File: src/rtl/ps2_pkg.sv
// ps2_pkg
// Shared definitions for the PS/2 scan controller: protocol byte values,
// the handshake and parser state encodings, and the key-event record that
// flows through the event FIFO.
package ps2_pkg;

  localparam logic [7:0] PS2_E0      = 8'hE0;
  localparam logic [7:0] PS2_F0      = 8'hF0;
  localparam logic [7:0] PS2_BAT     = 8'hAA;
  localparam logic [7:0] PS2_ACK     = 8'hFA;
  localparam logic [7:0] PS2_RESEND  = 8'hFE;
  localparam logic [7:0] PS2_BATFAIL = 8'hFC;

  typedef enum logic [1:0] {
    P_IDLE,
    P_E0,
    P_F0,
    P_E0F0
  } parseState_e;

  typedef enum logic [1:0] {
    H_WAIT,
    H_CLR,
    H_DROP
  } hsState_e;

  typedef struct packed {
    logic [7:0] code;
    logic       ext;
    logic       brk;
  } ps2Event_t;

  // Command responses and keyboard error/overrun codes that carry no key
  // information when they arrive outside a prefix sequence.
  function automatic logic isDropCode(input logic [7:0] b);
    return (b == PS2_ACK) || (b == PS2_RESEND) || (b == PS2_BATFAIL) ||
           (b == 8'h00) || (b == 8'hFF);
  endfunction

endpackage

File: src/rtl/ps2_evt_fifo.sv
// ps2_evt_fifo
// First-word fall-through FIFO for key events. The head entry is visible on
// rdData whenever empty is low. A push while full is only accepted when a
// pop happens in the same cycle.
//
// Ports:
//   clk, rst_n  system clock, synchronous active-low reset
//   wrEn        push request
//   wrData      entry to push
//   rdEn        pop request (ignored while empty)
//   rdData      current head entry
//   full        DEPTH entries stored
//   empty       no entries stored
module ps2_evt_fifo #(
  parameter int DEPTH = 4,
  parameter int WIDTH = 10
) (
  input  logic             clk,
  input  logic             rst_n,
  input  logic             wrEn,
  input  logic [WIDTH-1:0] wrData,
  input  logic             rdEn,
  output logic [WIDTH-1:0] rdData,
  output logic             full,
  output logic             empty
);

  localparam int AW = $clog2(DEPTH);

  // One extra pointer bit distinguishes full from empty when the address
  // bits match.
  logic [AW:0]      wrPtr;
  logic [AW:0]      rdPtr;
  logic [WIDTH-1:0] mem [DEPTH];
  logic             doPush;
  logic             doPop;

  assign empty  = (wrPtr == rdPtr);
  assign full   = (wrPtr[AW] != rdPtr[AW]) && (wrPtr[AW-1:0] == rdPtr[AW-1:0]);
  assign doPop  = rdEn && !empty;
  assign doPush = wrEn && (!full || doPop);
  assign rdData = mem[rdPtr[AW-1:0]];

  always_ff @(posedge clk) begin
    if (!rst_n) begin
      wrPtr <= '0;
      rdPtr <= '0;
    end else begin
      if (doPush) wrPtr <= wrPtr + 1'b1;
      if (doPop)  rdPtr <= rdPtr + 1'b1;
    end
  end

  // Storage needs no reset; stale contents are never presented because the
  // consumer only looks at the head while empty is low.
  always_ff @(posedge clk) begin
    if (doPush) mem[wrPtr[AW-1:0]] <= wrData;
  end

endmodule

File: src/rtl/ps2_scan_ctrl.sv
// ps2_scan_ctrl
// System-clock side of the PS/2 keyboard path. Synchronizes the receiver's
// byte-ready flag, captures each byte, pulses the receiver's ready-clear,
// folds E0/F0 prefixes into make/break key events and queues them in a
// small FIFO with a valid/ready interface.
//
// Optional build macro:
//   PS2_TIMEOUT_EN  abandon a prefix sequence after TIMEOUT_CYC clk cycles
//                   without a follow-up byte (pulses proto_err).
//
// Ports:
//   clk, rst_n   system clock, synchronous active-low reset
//   rx_dready    receiver byte-ready flag (asynchronous to clk)
//   rx_data      receiver byte, stable while rx_dready is high
//   rx_clr       ready-clear pulse back to the receiver
//   ev_valid     event available at the FIFO head
//   ev_ready     consumer accepts the head event
//   ev_code      scancode without prefixes
//   ev_ext       event carried an E0 prefix
//   ev_break     key release (F0 seen)
//   kbd_ok       sticky, keyboard reported BAT pass (0xAA)
//   ovf          sticky, an event was dropped on a full FIFO
//   proto_err    one-cycle pulse on an illegal prefix sequence
//   clr_status   clears kbd_ok and ovf
module ps2_scan_ctrl
  import ps2_pkg::*;
#(
  parameter int FIFO_DEPTH  = 4,
  parameter int CLR_CYCLES  = 2,
  parameter int TIMEOUT_CYC = 24000
) (
  input  logic       clk,
  input  logic       rst_n,
  input  logic       rx_dready,
  input  logic [7:0] rx_data,
  output logic       rx_clr,
  output logic       ev_valid,
  input  logic       ev_ready,
  output logic [7:0] ev_code,
  output logic       ev_ext,
  output logic       ev_break,
  output logic       kbd_ok,
  output logic       ovf,
  output logic       proto_err,
  input  logic       clr_status
);

  localparam int CW = (CLR_CYCLES > 1) ? $clog2(CLR_CYCLES) : 1;

  logic        dreadyS1;
  logic        dreadyS2;
  logic        dreadyS3;
  logic        dreadyRise;

  hsState_e    hsState;
  hsState_e    hsNext;
  logic [CW-1:0] clrCnt;
  logic        capture;
  logic [7:0]  byteQ;
  logic        byteValid;

  parseState_e pState;
  parseState_e pNext;
  logic        emit;
  ps2Event_t   emitEv;
  logic        protoErrSet;
  logic        kbdSet;
  logic        timeoutHit;

  ps2Event_t   headEv;
  logic        fifoFull;
  logic        fifoEmpty;
  logic        pop;
  logic        ovfSet;

  // Synchronizer plus one edge-detect stage. These flops are deliberately
  // left out of reset so they keep tracking rx_dready through a reset;
  // a flag that is already high when reset releases then shows no edge and
  // that byte is skipped instead of being captured late.
  always_ff @(posedge clk) begin
    dreadyS1 <= rx_dready;
    dreadyS2 <= dreadyS1;
    dreadyS3 <= dreadyS2;
  end

  assign dreadyRise = dreadyS2 && !dreadyS3;

  always_ff @(posedge clk) begin
    if (!rst_n) begin
      hsState   <= H_WAIT;
      clrCnt    <= '0;
      byteQ     <= '0;
      byteValid <= 1'b0;
    end else begin
      hsState   <= hsNext;
      byteValid <= capture;
      if (capture) byteQ <= rx_data;
      if (hsState == H_CLR) clrCnt <= clrCnt + 1'b1;
      else                  clrCnt <= '0;
    end
  end

  // The clear pulse is held for CLR_CYCLES, then we wait for the synced
  // flag to actually drop so one byte can never be captured twice.
  always_comb begin
    hsNext  = hsState;
    capture = 1'b0;
    rx_clr  = 1'b0;
    case (hsState)
      H_WAIT: begin
        if (dreadyRise) begin
          capture = 1'b1;
          hsNext  = H_CLR;
        end
      end
      H_CLR: begin
        rx_clr = 1'b1;
        if (clrCnt == CW'(CLR_CYCLES - 1)) hsNext = H_DROP;
      end
      H_DROP: begin
        if (!dreadyS2) hsNext = H_WAIT;
      end
      default: hsNext = H_WAIT;
    endcase
  end

`ifdef PS2_TIMEOUT_EN
  logic [15:0] tmoCnt;

  // Counts clk cycles spent waiting inside a prefix sequence; any new byte
  // restarts the wait.
  always_ff @(posedge clk) begin
    if (!rst_n || pState == P_IDLE || byteValid) tmoCnt <= '0;
    else                                        tmoCnt <= tmoCnt + 1'b1;
  end

  assign timeoutHit = (pState != P_IDLE) && !byteValid &&
                      (tmoCnt == 16'(TIMEOUT_CYC - 1));
`else
  assign timeoutHit = 1'b0;
`endif

  always_ff @(posedge clk) begin
    if (!rst_n) pState <= P_IDLE;
    else        pState <= pNext;
  end

  // One transition per captured byte. A repeated E0 keeps the parser in
  // P_E0 so the byte after it is still treated as extended.
  always_comb begin
    pNext       = pState;
    emit        = 1'b0;
    emitEv      = '{code: byteQ, ext: 1'b0, brk: 1'b0};
    protoErrSet = 1'b0;
    kbdSet      = 1'b0;
    if (byteValid) begin
      case (pState)
        P_IDLE: begin
          if (byteQ == PS2_E0)          pNext  = P_E0;
          else if (byteQ == PS2_F0)     pNext  = P_F0;
          else if (byteQ == PS2_BAT)    kbdSet = 1'b1;
          else if (!isDropCode(byteQ))  emit   = 1'b1;
        end
        P_E0: begin
          if (byteQ == PS2_F0) begin
            pNext = P_E0F0;
          end else if (byteQ == PS2_E0) begin
            protoErrSet = 1'b1;
          end else begin
            emit       = 1'b1;
            emitEv.ext = 1'b1;
            pNext      = P_IDLE;
          end
        end
        P_F0: begin
          pNext = P_IDLE;
          if (byteQ == PS2_E0 || byteQ == PS2_F0) begin
            protoErrSet = 1'b1;
          end else begin
            emit       = 1'b1;
            emitEv.brk = 1'b1;
          end
        end
        P_E0F0: begin
          pNext = P_IDLE;
          if (byteQ == PS2_E0 || byteQ == PS2_F0) begin
            protoErrSet = 1'b1;
          end else begin
            emit       = 1'b1;
            emitEv.ext = 1'b1;
            emitEv.brk = 1'b1;
          end
        end
        default: pNext = P_IDLE;
      endcase
    end else if (timeoutHit) begin
      pNext       = P_IDLE;
      protoErrSet = 1'b1;
    end
  end

  ps2_evt_fifo #(
    .DEPTH (FIFO_DEPTH),
    .WIDTH (10)
  ) u_fifo (
    .clk    (clk),
    .rst_n  (rst_n),
    .wrEn   (emit),
    .wrData (emitEv),
    .rdEn   (pop),
    .rdData (headEv),
    .full   (fifoFull),
    .empty  (fifoEmpty)
  );

  assign ev_valid = !fifoEmpty;
  assign pop      = ev_valid && ev_ready;
  // A same-cycle pop frees the slot, so only an unrelieved full drops.
  assign ovfSet   = emit && fifoFull && !pop;

  // Head fields are zeroed while empty so uninitialised storage never leaks.
  assign ev_code  = ev_valid ? headEv.code : 8'h00;
  assign ev_ext   = ev_valid && headEv.ext;
  assign ev_break = ev_valid && headEv.brk;

  // Sticky status: a set in the same cycle as clr_status wins.
  always_ff @(posedge clk) begin
    if (!rst_n) begin
      kbd_ok    <= 1'b0;
      ovf       <= 1'b0;
      proto_err <= 1'b0;
    end else begin
      proto_err <= protoErrSet;
      if (kbdSet)          kbd_ok <= 1'b1;
      else if (clr_status) kbd_ok <= 1'b0;
      if (ovfSet)          ovf <= 1'b1;
      else if (clr_status) ovf <= 1'b0;
    end
  end

endmodule

File: config.mk
export PLATFORM = sky130hd
export DESIGN_NAME = ps2_scan_ctrl
export DESIGN_NICKNAME = d
export VERILOG_FILES = /design/src/rtl/ps2_pkg.sv /design/src/rtl/ps2_evt_fifo.sv /design/src/rtl/ps2_scan_ctrl.sv
export SDC_FILE = /design/constraint.sdc
export NUM_CORES = 1
export LEC_CHECK = 0
export ABC_AREA = 1
export ABC_CLOCK_PERIOD_IN_PS = 2900
export BUFFER_PORTS_ARGS = -buffer_cell sky130_fd_sc_hd__buf_4
export CAP_MARGIN = 20
export CORE_MARGIN = 2
export CORE_UTILIZATION = 58
export DETAILED_ROUTE_END_ITERATION = 8
export PLACE_DENSITY = 0.79
export SYNTH_ARGS = -nofsm -noshare
export SYNTH_HDL_FRONTEND = slang
export SYNTH_HIERARCHICAL = 1
export SYNTH_SLANG_ARGS = --single-unit
File: constraint.sdc
create_clock -name clk -period 2.9 [get_ports clk]
set_clock_uncertainty 0.05 [all_clocks]
set_input_delay 0.58 -clock clk [delete_from_list [all_inputs] [get_ports clk]]
set_output_delay 0.58 -clock clk [all_outputs]
set_load 0.02 [all_outputs]
After elaboration in Yosys (flattened, before gate mapping):

Memory sizes are Yosys's and may differ from the RTL's. A register that Yosys moved wholly into a read port is not among the register bits.
Index checks and enable logic that the tools add are counted.

* input bits: 13
* register bits: 26
* output and inout port bits: 15
* word-level logic and storage cells: 108
* memories kept: 1
* RAM bits: 40

Memories
* u_fifo.mem: words 4, width 10, read ports 1, clocked after memory_dff 1, write ports 1, line ps2_evt_fifo.sv:34 `logic [WIDTH-1:0] mem [DEPTH];`

* reduce and logical (&&, ||, !) cells: 29
* mux-type cells: 42
* eq/ne operators: 20
* $add $sub $neg: 3

Operators with widths (number)
* $eq 8x8->1 const B: 7
* $mux 1: 24
* $mux 2: 11
* $pmux 2 s3: 2
* $logic_and 1x1->1: 9
* $logic_not 8->1: 1
* $mux 8: 1
* $add 3x1->3 const B: 2
* $eq 2x2->1 const B: 3
* $logic_or 1x1->1: 6
* $ne 2x2->1 const B: 3
* $ne 3x3->1 const B: 2
* $pmux 1 s2: 3
* $reduce_and 3->1: 2
* $eq 2x1->1 const B: 2
* $logic_not 1->1: 4
* $logic_not 2->1: 2
* $reduce_and 2->1: 2
* $reduce_bool 2->1: 2
* $eq 3x3->1: 1
* $pmux 1 s3: 1
* $eq 2x2->1: 1
* $reduce_or 2->1: 1
* $add 1x1->1 const B: 1
* $ne 1x1->1: 1

Depth between registers and ports, before layout:

Gate-level depths: netlist of the first run.

* word-level depth: 14
* gate-level depth with buffers: 12
* depth with buffers taken out: 12

Modules after synthesis:

The synthesis of the first run kept the hierarchy.

By module, submodules not included
* ps2_evt_fifo: times used 1, sequential area each 1361.3 µm², area an instance 1919.3 µm², cells each 163
* ps2_scan_ctrl: times used 1, sequential area each 400.4 µm², area an instance 984.7 µm², cells each 149

Worst setup path before layout of the first run:

OpenSTA, ideal clock, no wires.

* path kind: register -> register
* start: register u_fifo.wrPtr[1]
* end: memory u_fifo.mem[0][0] (enable)
* period minus slack after synthesis: 2123 ps
* cell stages (with the launch flop): 11
* arrival time: 1696 ps
* setup time: 376 ps
* slack: 777 ps
* required time: 2474 ps
* buffers on the path: 0
* path through: dfxtp_1 > inv_1 > nand2_1 > nand2_1 > nand3_1 > inv_1 > nor2_1 > inv_1 > nand4_1 > nand2_2 > nor2_1

* cells in the longest elaborated chain, start to end: 8
* elaborated cells between the ends (all ways): 11
* classes of those cells: 2 x eq/ne; 2 x mux; 7 x reduce/logical

RTL lines
* from (decl): line ps2_evt_fifo.sv:32 `logic [AW:0] wrPtr;`
* from (signal assigned): line ps2_evt_fifo.sv:49 `if (doPush) wrPtr <= wrPtr + 1'b1;`
* $eq 3x3->1: line ps2_evt_fifo.sv:38 `assign empty = (wrPtr == rdPtr);`
* via fifoEmpty: line ps2_scan_ctrl.sv:72 `logic fifoEmpty;`
* $logic_not 1->1: line ps2_scan_ctrl.sv:216 `assign ev_valid = !fifoEmpty;`
* $logic_and 1x1->1: line ps2_scan_ctrl.sv:217 `assign pop = ev_valid && ev_ready;`
* via pop: line ps2_scan_ctrl.sv:73 `logic pop;`
* $logic_and 1x1->1: line ps2_evt_fifo.sv:40 `assign doPop = rdEn && !empty;`
* $logic_or 1x1->1: line ps2_evt_fifo.sv:41 `assign doPush = wrEn && (!full || doPop);`
* $logic_and 1x1->1: line ps2_evt_fifo.sv:41
* $mux 1: line ps2_evt_fifo.sv:57 `if (doPush) mem[wrPtr[AW-1:0]] <= wrData;`
* $mux 1 (implied by the code): line ps2_evt_fifo.sv:57
* to (decl): line ps2_evt_fifo.sv:34

The timed path passes the listed nets, and every way through them passes these cells.

==> results of run 1 <==
layout make-up:
type | count | area (um2) | share of cell area (%)
Sequential cell | 68 | 1760 | 52.5
Inverter | 49 | 188 | 5.59
Clock inverter | 6 | 32.5 | 0.969
Timing Repair Buffer | 32 | 240 | 7.16
Multi-Input combinational cell | 187 | 922 | 27.5
Tap cell | 67 | 83.8 | 2.50
Clock buffer | 10 | 128 | 3.80
metal layers:
| metal | part of all wire (%) | global-route usage [%] |
|---|---|---|
| met5 | 0 | 0 |
| met1 | 46 | 29.1 |
| met3 | 5.6 | 6.29 |
| met4 | 1.8 | 9.13 |
| met2 | 47 | 34.6 |
worst min-delay path by stage:
stage	to	start	cells past startpoint	slack [ns]
final	dreadyS2$_DFF_P_	dreadyS1$_DFF_P_	0	0.29
after global routing	dreadyS1$_DFF_P_	rx_dready	1	0.27
after CTS	dreadyS1$_DFF_P_	rx_dready	1	0.28
after detailed placement	dreadyS2$_DFF_P_	dreadyS1$_DFF_P_	0	0.27
after global placement	dreadyS2$_DFF_P_	dreadyS1$_DFF_P_	0	0.26
after floorplan	dreadyS2$_DFF_P_	dreadyS1$_DFF_P_	0	0.26
cells by family after synthesis:
| family | after synthesis | synth area share [%] |
|---|---|---|
| AOI/OAI and AO/OA | 60 | 11.1 |
| adders and majority gates | 5 | 2.15 |
| buffers and inverters | 57 | 7.58 |
| xor gates and xnor gates | 3 | 0.905 |
| and+or+nand+nor | 119 | 17.6 |
| DFF | 68 | 60.7 |
through the flow:
step	instances	worst slack [ns]
finish	419	0.378
CTS	419	0.349
global placement	403	0.750
floorplan	312	0.777
global route	419	0.181
detailed placement	403	0.607
synth_stat cells (2+ instances only):
cell type	number
dfxtp_1	28
clkbuf_1	6
ha_1	5
edfxtp_1	40
nor2_2	3
a21oi_1	17
inv_1	46
nand4_1	2
nand2_2	5
o22ai_1	10
o21ai_0	29
a211oi_1	2
nand2_1	32
nor2_1	60
xor2_1	2
nand3_1	12
registers in the layout (all words and copies together) (netlist names), named ones only:
| signal | cells |
|---|---|
| proto_err | 1 |
| pState | 2 |
| dreadyS3 | 1 |
| byteValid | 1 |
| u_fifo/wrPtr | 3 |
| clrCnt | 1 |
| ovf | 1 |
| byteQ | 8 |
| hsState | 2 |
| u_fifo/mem | 40 |
| dreadyS2 | 1 |
| dreadyS1 | 1 |
| u_fifo/rdPtr | 3 |
| kbd_ok | 1 |
report_power, final:
part / internal (uW) / leakage (uW) / switching, uW / total (uW)
registers: 1050 / 0.000598 / 24.6 / 1070
logic: 53.1 / 0.000706 / 84.0 / 137
clock network: 301 / 0.0000771 / 340 / 641
==> metrics.md, run 1 <==
| Metric | Value |
|---|---|
| Status | complete, no violations |
| Slew HR | between 60% and 70% |
| P&R area growth vs syn | 15.6% |
| Critical Path AT | approximately 1.9 ns |
| Yosys cell types | 29 |
| Drt via density | approximately 5.2 |
| Crit-path leading delay family | buffers and inverters |
| Peak VDD IR | about 0.36 mV |
| Worst-path clk slew | approximately 0.07 ns |
| Min-Delay Path Class | flop to flop |
| Yosys top cell area share | about 41% |
| Number of setup violations in the final report | 0 |
| LEAKAGE | 0.00138 uW |
| Worst Path Buf+Inv | 4 |
| Largest net degree at the start of global routing | 22 |
| Wire per inst | approximately 13 um |
| Period utilization | 87.0% |
| Grt total ovfl | 0 |
| Die area | between 5000 and 6000 um2 |
| Post-CTS Resized | 0 |
| Initial Util | between 60 and 70% |
| TritonCTS clock tree | done |
| Synth Net Count | 330 |
| Req. time, crit path | between 2 and 2.5 ns |
| Die width | about 75 um |
| Worst flop-to-flop path endpoint | u_fifo/mem[2][6]$_DFFE_PP_ |
| Post-route DRC | 0 |
| Slowest stage delay, CP | between 0.4 and 0.5 ns |
| Clock Tree Buf Depth | 2 |
| R2r worst-path depth | 11 |
| Area contributors post-synth | edfxtp_1 (41%), dfxtp_1 (19%), nor2_1 (7.8%) |
| Critical path, cell by cell | buf_4 -> inv_1 -> o21ai_0 -> o22ai_1 -> inv_1 -> nor2_1 -> buf_4 |
| Die height | between 70 and 80 um |
| Crit Path Class | flop to primary output |
| Core ar. | approximately 4800 um2 |
| Flop2flop setup slack | roughly 0.58 ns |
| Synthesis-stage register bit count | 68 |
| ANT nets after route | 0 |
| Commonest non-fill, non-tap cell in the layout | nor2_1 |
| Most frequent cells in the layout | nor2_1 (60), inv_1 (46), edfxtp_1 (40) |
| Ys async rst share | 0% |
| Synthesized area | 2900 um2 |
| Setup TNS | 0 ns |
| Power, Total | between 1500 and 2000 uW |
| Worst Setup EP | ev_code[0] |
| Crit path launch type | flop |
| Number of port buffers | 27 |
| Gr usage total | 22.1% |
| Crit. path cell count | 7 |
| Antenna diodes | 0 |
| Achievable frequency | 396 MHz |
| First-pass GRT wire length | approximately 8900 um |
| Max-slew violation count | 0 |
| Worst hold margin | ~0.29 ns |
| Fillers | ~360 |
| Num rows | 25 |
| Vias | 2160 |
| EDFF count, synth | 40 |
| Pwr dens | roughly 550 nW/um2 |
| Synth warn | 6 |
| CTS Hold Buffers Added | 0 |
| Layout cell share with drive strength beyond 1 | ~17% |
| Synth area leader | edfxtp_1 |
| DRT iter0 DRCs | approximately 190 |
| R2R Path Start | u_fifo/wrPtr[1]$_SDFFE_PN0P_ |
| Net count, final | 365 |
| Clock root buffer master | clkbuf_8 |
| Post-synthesis sequential area ratio | 60.7% |
| I/O pin total | 28 |
| CP endpoint kind | primary output |
| Post-route cell area | about 3400 um2 |
| RSZ-0062 raised after global routing | no |
| Crit path max fanout | 21 |
| First-pass DRT Iterations | 5 |
| HPWL after DPL | 3970 um |
| Clk_lat worst skew | around 0.34 ns |
| MaxCap Viol Count | 0 |
| Postcts setup bufs | 0 |
| Routability cong. | 0.915 |
| Number of buffers created by CTS | 9 |
| DRT Wirelength | 5470 um |
| Least-Margin Pin Slew | about 0.57 ns |
| Initial antenna violation count | 0 |
| Cell Area, Placed | ~3200 um2 |
| Mapped Cells | between 300 and 400 |
| Clock H-tree levels | 3 |
| Syn Area/Cell | slightly above 9 um2 |
| Slowest CP cell | inv_1 |
| Final Hold Viols | 0 |
| Synth Flop Type | edfxtp_1 |
| Number of global-route vias before repair | approximately 1.9k |
| Sink Count | between 60 and 70 |
| Final min period | 2.52 ns |
| Final Util | 70.1% |
Note: power is estimated with default switching activity, not from simulation.
==> inputs of run 2 (changes only) <==
--- a/config.mk
+++ b/config.mk
@@ -8,3 +8,3 @@
 export ABC_AREA = 1
-export ABC_CLOCK_PERIOD_IN_PS = 2900
+export ABC_CLOCK_PERIOD_IN_PS = 2300
 export BUFFER_PORTS_ARGS = -buffer_cell sky130_fd_sc_hd__buf_4
@@ -12,5 +12,5 @@
 export CORE_MARGIN = 2
-export CORE_UTILIZATION = 58
+export CORE_UTILIZATION = 52
 export DETAILED_ROUTE_END_ITERATION = 8
-export PLACE_DENSITY = 0.79
+export PLACE_DENSITY = 0.75
 export SYNTH_ARGS = -nofsm -noshare
==> constraint.sdc (replaced) <==
create_clock -name clk -period 2.3 [get_ports clk]
set_clock_uncertainty 0.05 [all_clocks]
set_input_delay 0.115 -clock clk [delete_from_list [all_inputs] [get_ports clk]]
set_output_delay 0.115 -clock clk [all_outputs]
set_load 0.02 [all_outputs]
==> run 2 against run 1 <==
  * Critical path depth grew 4
  * Clock-buffer cell count grew 1
  * Hold slack lost 0.26 ns
  * Core utilization shrank 7.8 points
  * Final area grew 1.1%
  * Power grew 25%
  * Sequential power grew 26%
  * Critical endpoint is now u_fifo/mem[3][3]$_DFFE_PP_
==> metrics.md, run 2 (synthesized netlist as in run 1, its figures left out) <==
| Metric | Value |
|---|---|
| Drt via density | 4.89 (was 5.16) |
| Power, Total | 2320 uW (was 1850 uW) |
| Layout cell share with drive strength beyond 1 | 17.5% (was 17.0%) |
| P&R area growth vs syn | 16.8% (was 15.6%) |
| Max-slew violation count | 0 (unchanged) |
| Number of global-route vias before repair | 1948 (was 1935) |
| Achievable frequency | between 400 and 500 MHz |
| Status | complete, no violations (unchanged) |
| Antenna diodes | 0 (unchanged) |
| Post-Layout Cell Count | 427 (was 419) |
| Net count, final | 368 (was 365) |
| Clock H-tree levels | 3 (unchanged) |
| Initial antenna violation count | 0 (unchanged) |
| Routability cong. | 0.794 (was 0.915) |
| First-pass DRT Iterations | 4 (was 5) |
| Cell Area, Placed | 3210 um2 (was 3200 um2) |
| Crit path max fanout | 10 (was 21) |
| Die height | 78.7 um (was 74.8 um) |
| Pwr dens | 683 nW/um2 (was 551 nW/um2) |
| Vias | 2089 (was 2160) |
| Die width | 78.7 um (was 74.8 um) |
| Number of setup violations in the final report | 0 (unchanged) |
| Clock Tree Buf Depth | 2 (unchanged) |
| Commonest non-fill, non-tap cell in the layout | nor2_1 (unchanged) |
| Most frequent cells in the layout | nor2_1 (59), inv_1 (46), edfxtp_1 (40) (was nor2_1 (60), inv_1 (46), edfxtp_1 (40)) |
| Largest net degree at the start of global routing | 21 (was 22) |
| Worst-path clk slew | 0.07 ns (about the same) |
| Fillers | 458 (was 358) |
| DRT iter0 DRCs | 138 (was 188) |
| R2r worst-path depth | 11 (unchanged) |
| Setup slack after layout | 0.231 ns (was 0.378 ns) |
| First-pass GRT wire length | 8960 um (was 8850 um) |
| ANT nets after route | 0 (unchanged) |
| Num rows | 27 (was 25) |
| Max reg flops | 40 (unchanged) |
| RSZ-0062 raised after global routing | no (unchanged) |
| CP endpoint kind | flop (was primary output) |
| Sink Count | 68 (unchanged) |
| Setup TNS | 0 ns (unchanged) |
| Slew HR | 59.2% (was 61.9%) |
| Die area | 6200 um2 (was 5590 um2) |
| MaxCap Viol Count | 0 (unchanged) |
| Post-route cell area | 3390 um2 (was 3360 um2) |
| Final Hold Viols | 0 (unchanged) |
| Critical Path AT | 2.05 ns (was 1.89 ns) |
| Min-Delay Startpoint | rx_data[5] (was dreadyS1$_DFF_P_) |
| Req. time, crit path | 2.28 ns (was 2.27 ns) |
| WHS Path Cells | 3 (was 0) |
| Least-Margin Pin Slew | 0.610 ns (was 0.570 ns) |
| Flop2flop setup slack | 0.23 ns (was 0.58 ns) |
| HPWL after DPL | 3750 um (was 3970 um) |
| Clock root buffer master | clkbuf_8 (unchanged) |
| WHS Endpoint | byteQ[5]$_SDFFE_PN0P_ (was dreadyS2$_DFF_P_) |
| I/O pin total | 28 (unchanged) |
| Area of the multi-input gates | 925 um2 (was 922 um2) |
| TritonCTS clock tree | done (unchanged) |
| Core ar. | 5440 um2 (was 4790 um2) |
| Worst flop-to-flop path endpoint | u_fifo/mem[3][3]$_DFFE_PP_ (was u_fifo/mem[2][6]$_DFFE_PP_) |
| LEAKAGE | 0.00139 uW (was 0.00138 uW) |
| Period utilization | 90.0% |
| Min-Delay Path Class | input port to flop (was flop to flop) |
| Postcts setup bufs | 0 (unchanged) |
| DRT Wirelength | 5280 um (was 5470 um) |
| Peak VDD IR | 0.501 mV (was 0.363 mV) |
| Gr usage total | 19.3% (was 22.1%) |
| Grt total ovfl | 0 (unchanged) |
| Initial Util | 53.4% (was 60.7%) |
| R2R Path Start | u_fifo/wrPtr[1]$_SDFFE_PN0P_ (unchanged) |
| Clk_lat worst skew | 0.33 ns (was 0.34 ns) |
| Final min period | between 2 and 2.5 ns |
| Number of buffers created by CTS | 9 (unchanged) |
| Crit path launch type | flop (unchanged) |
| Post-route DRC | 0 (unchanged) |
| Place WS | 0.189 ns (was 0.607 ns) |
| Number of port buffers | 27 (unchanged) |
| Wire per inst | 12.4 um (was 13.1 um) |
| Register area | 1760 um2 (unchanged) |
| Post-Place Cells | 409 (was 403) |
| Crit Path Class | flop to flop (was flop to primary output) |
[run 2: how the worst max path moves through the flow]
stage | start | end | slack (ns) | cells after the start
3_5_place_dp | u_fifo/wrPtr[1]$_SDFFE_PN0P_ | u_fifo/mem[3][8]$_DFFE_PP_ | 0.19 | 11
6_report | u_fifo/wrPtr[1]$_SDFFE_PN0P_ | u_fifo/mem[3][3]$_DFFE_PP_ | 0.23 | 11
4_1_cts | u_fifo/wrPtr[1]$_SDFFE_PN0P_ | u_fifo/mem[3][3]$_DFFE_PP_ | 0.18 | 11
5_1_grt | u_fifo/wrPtr[1]$_SDFFE_PN0P_ | u_fifo/mem[1][8]$_DFFE_PP_ | 0.006 | 11
2_1_floorplan | u_fifo/wrPtr[1]$_SDFFE_PN0P_ | u_fifo/mem[0][0]$_DFFE_PP_ | 0.18 | 10
3_3_place_gp | u_fifo/wrPtr[1]$_SDFFE_PN0P_ | u_fifo/mem[1][8]$_DFFE_PP_ | 0.26 | 11
[run 2: repair_timing]
item / in CTS / in global routing
resized for setup: 0 / 1
endpoints found under the hold margin: 2 / 0
endpoints found under the setup margin: 0 / 40
hold buffers: 2 / 0
[run 2: layout make-up]
cell class | count | share of cell area [%]
sequential | 68 | 51.9
multi-input combinational | 187 | 27.3
timing repair buffer | 35 | 7.89
inverter | 49 | 5.53
clock buffer | 11 | 3.87
tap | 72 | 2.66
clock inverter | 5 | 0.848
[run 2: per-stage QoR]
step                hold WS (ns)  util, %
floorplan                 0.0927        -
global placement           0.171     59.0
detailed placement         0.171     59.0
CTS                       0.0180     62.3
global route              0.0396     62.4
finish                    0.0313     62.4
[run 2: power by group]
part	internal [uW]	switching, uW	total, uW	leakage, uW
Combinational	71.1	105	176	0.000718
Clock	384	409	793	0.0000768
Sequential	1320	28.0	1350	0.000598
Total	1770	543	2320	0.00139
[run 2: critical path, stage by stage, from the launching register on]
cell and delay (ns):
dfxtp_1 0.40, inv_1 0.11, nand2_1 0.07, nand2_1 0.07
nand3_1 0.12, inv_1 0.09, nor2_2 0.18, inv_1 0.05
nand4_1 0.16, nand2_2 0.13, nor2_1 0.11, buf_4 0.21
[run 2: routing by layer]
| layer | vias up | routed length, um | track usage (%) |
|---|---|---|---|
| met5 | - | 0 | 0 |
| met4 | 0 | 82 | 7.54 |
| met3 | 7 | 269 | 5.57 |
| met2 | 50 | 2430 | 30.7 |
| met1 | 933 | 2500 | 25.1 |
| li1 | 1099 | - | - |
==> inputs of run 3 (changes only) <==
- ABC_AREA: 1 -> 0
==> run 3 against run 2 <==
  * First-iteration DRC count is 30% lower
  * Register-to-register slack worse by 0.11 ns
  * Hold slack worse by 0.0077 ns
  * Via count is 16% lower
  * Area after synthesis is 1.8% lower
  * Largest cell class unchanged
==> metrics.md, run 3 <==
| Metric | Value |
|---|---|
| Syn Area/Cell | 13.7 um2 (was 9.31 um2) |
| Synth Flop Type | edfxtp_1 (unchanged) |
| Most frequent cell after synthesis | edfxtp_1 (was nor2_1) |
| Least-Margin Pin Slew | 0.547 ns (was 0.610 ns) |
| Achievable frequency | 460 MHz (was 483 MHz) |
| DRT Wirelength | 4880 um (was 5280 um) |
| Vias | 1763 (was 2089) |
| Slowest stage delay, CP | 0.35 ns (was 0.40 ns) |
| Clk_lat worst skew | 0.34 ns (was 0.33 ns) |
| Clock root buffer master | clkbuf_8 (unchanged) |
| Gr usage total | 17.7% (was 19.3%) |
| Number of buffers created by CTS | 9 (unchanged) |
| MaxCap Viol Count | 0 (unchanged) |
| Die width | 78.1 um (was 78.7 um) |
| Final min period | 2.17 ns (was 2.07 ns) |
| Period utilization | 94.5% (was 90.0%) |
| Mapped Cells | 208 (was 312) |
| Num rows | 26 (was 27) |
| Req. time, crit path | 2.34 ns (was 2.28 ns) |
| RSZ-0062 raised after global routing | no (unchanged) |
| Number of port buffers | 27 (unchanged) |
| DRT iter0 DRCs | 97 (was 138) |
| ANT nets after route | 0 (unchanged) |
| Crit path max fanout | 10 (unchanged) |
| Routability cong. | 0.792 (was 0.794) |
| Clock H-tree levels | 3 (unchanged) |
| Net count, final | 277 (was 368) |
| Crit path launch type | flop (unchanged) |
| Status | complete, no violations (unchanged) |
| Clock Tree Buf Depth | 2 (unchanged) |
| Slowest CP cell | dfxtp_1 (unchanged) |
| Flop2flop setup slack | 0.13 ns (was 0.23 ns) |
| Most frequent cells in the layout | edfxtp_1 (40), buf_4 (35), nand2_1 (30) (was nor2_1 (59), inv_1 (46), edfxtp_1 (40)) |
| Ys async rst share | 0% (unchanged) |
| Critical Path AT | 2.22 ns (was 2.05 ns) |
| Post-Place Cells | 309 (was 409) |
| Worst hold margin | 0.0235 ns (was 0.0313 ns) |
| Antenna diodes | 0 (unchanged) |
| Post-synthesis sequential area ratio | 61.8% (was 60.7%) |
| Worst-path clk slew | 0.07 ns (about the same) |
| Post-Layout Cell Count | 334 (was 427) |
| Layout cell share with drive strength beyond 1 | 30.3% (was 17.5%) |
| Fillers | 366 (was 458) |
| Number of setup violations in the final report | 0 (unchanged) |
| Synthesized area | 2850 um2 (was 2900 um2) |
| Number of global-route vias before repair | 1680 (was 1948) |
| Postcts setup bufs | 0 (unchanged) |
| Initial antenna violation count | 0 (unchanged) |
| Pwr dens | 705 nW/um2 (was 683 nW/um2) |
| LEAKAGE | 0.00127 uW (was 0.00139 uW) |
| Post-route DRC | 0 (unchanged) |
| Final Util | 67.8% (was 62.4%) |
| Max reg flops | 40 (unchanged) |
| I/O pin total | 28 (unchanged) |
| Final Hold Viols | 0 (unchanged) |
| First-pass DRT Iterations | 4 (unchanged) |
| Setup TNS | 0 ns (unchanged) |
| Min-Delay Path Class | input port to flop (unchanged) |
| Die height | 78.1 um (was 78.7 um) |
| Initial Util | 54.8% (was 53.4%) |
| Critical path, cell by cell | xnor2_2 -> nand2_1 -> nor2_1 -> and2b_2 -> inv_1 -> a41oi_2 -> and2_1 -> buf_4 (was inv_1 -> nand2_1 -> nand2_1 -> nand3_1 -> inv_1 -> nor2_2 -> inv_1 -> nand4_1 -> nand2_2 -> nor2_1 -> buf_4) |
| Peak VDD IR | 0.478 mV (was 0.501 mV) |
| Synth Net Count | 226 (was 330) |
| TritonCTS clock tree | done (unchanged) |
| Sink Count | 68 (unchanged) |
| Yosys cell types | 47 (was 29) |
| Grt total ovfl | 0 (unchanged) |
| Crit Path Class | flop to flop (unchanged) |
| CP endpoint kind | flop (unchanged) |
| Commonest non-fill, non-tap cell in the layout | edfxtp_1 (was nor2_1) |
| Wire per inst | 14.6 um (was 12.4 um) |
| Synthesis-stage register bit count | 68 (unchanged) |
| Largest net degree at the start of global routing | 31 (was 21) |
| Die area | 6090 um2 (was 6200 um2) |
| EDFF count, synth | 40 (unchanged) |
| Core ar. | 5200 um2 (was 5440 um2) |
| P&R area growth vs syn | 23.7% (was 16.8%) |
| Synth area leader | edfxtp_1 (unchanged) |
| Yosys top cell area share | 42.1% (was 41.4%) |
| Synth warn | 6 (unchanged) |
| Max-slew violation count | 0 (unchanged) |
| First-pass GRT wire length | 8070 um (was 8960 um) |
| HPWL after DPL | 3340 um (was 3750 um) |
| Slew HR | 63.4% (was 59.2%) |
| Synth top cells by count | edfxtp_1 (40), nand2_1 (30), dfxtp_1 (28) (was nor2_1 (60), inv_1 (46), edfxtp_1 (40)) |
| Area contributors post-synth | edfxtp_1 (42%), dfxtp_1 (20%), mux4_2 (7.9%) (was edfxtp_1 (41%), dfxtp_1 (19%), nor2_1 (7.8%)) |
| Drt via density | 5.28 (was 4.89) |
## run 3: routing by layer
metal,routed length (um),GRT usage (%)
met2,2320,28.3
met1,2260,22.4
met4,85,7.37
met3,220,5.75
met5,0,0
## run 3: power breakdown
| part | total [uW] | internal, uW | switching [uW] |
|---|---|---|---|
| combinational | 149 | 76.3 | 72.9 |
| clock | 1010 | 590 | 423 |
| sequential | 1330 | 1310 | 20.7 |
| total | 2490 | 1970 | 517 |
## run 3: repair_timing
action | 4_1_cts | 5_1_grt
hold endpoints to repair | 8 | 1
setup endpoints to repair | 0 | 30
resized for setup | 0 | 3
hold buffers | 8 | 1
## run 3: worst paths after layout
check                                to  cells past startpoint                          from
min reg2reg            dreadyS2$_DFF_P_                      0              dreadyS1$_DFF_P_
min                 kbd_ok$_SDFFE_PN0P_                      4                    clr_status
max          u_fifo/mem[2][3]$_DFFE_PP_                      8  u_fifo/rdPtr[1]$_SDFFE_PN0P_
max reg2reg  u_fifo/mem[2][3]$_DFFE_PP_                      8  u_fifo/rdPtr[1]$_SDFFE_PN0P_
## run 3: cell families (layout without fill, tap and decap cells)
| family | after synthesis | after routing | synth area share (%) |
|---|---|---|---|
| buffers and inverters | 14 | 70 | 1.89 |
| and+or+nand+nor | 75 | 75 | 14.6 |
| DFF | 68 | 68 | 61.8 |
| adders and majority gates | 5 | 5 | 2.19 |
| AOI/OAI and AO/OA | 26 | 26 | 7.59 |
| muxes | 16 | 16 | 10.0 |
| xor gates and xnor gates | 4 | 4 | 2.02 |
## run 3: stage by stage
step / total power, uW / setup slack, ns / instance area (um2)
2_1_floorplan: 1430 / 0.229 / 2850
3_3_place_gp: 1490 / 0.113 / 3220
3_5_place_dp: 1490 / 0.0424 / 3220
4_1_cts: 2500 / 0.0247 / 3510
5_1_grt: 2580 / 0.00943 / 3530
6_report: 2490 / 0.126 / 3530
## run 3: cell type report
cell class	count	area [um2]	area share, %
Clock buffer	13	169	4.79
Tap cell	70	87.6	2.48
Sequential cell	68	1760	50.0
Multi-Input combinational cell	126	1040	29.5
Clock inverter	3	43.8	1.24
Inverter	8	30.0	0.851
Timing Repair Buffer	46	393	11.1
## run 3: critical path, delay by kind of cell, from the launching register on
family	cells	cell delay (ns)
buffers and inverters	2	0.26
AOI/OAI and AO/OA	1	0.17
and+or+nand+nor	4	0.77
xor gates and xnor gates	1	0.32
DFF	1	0.35
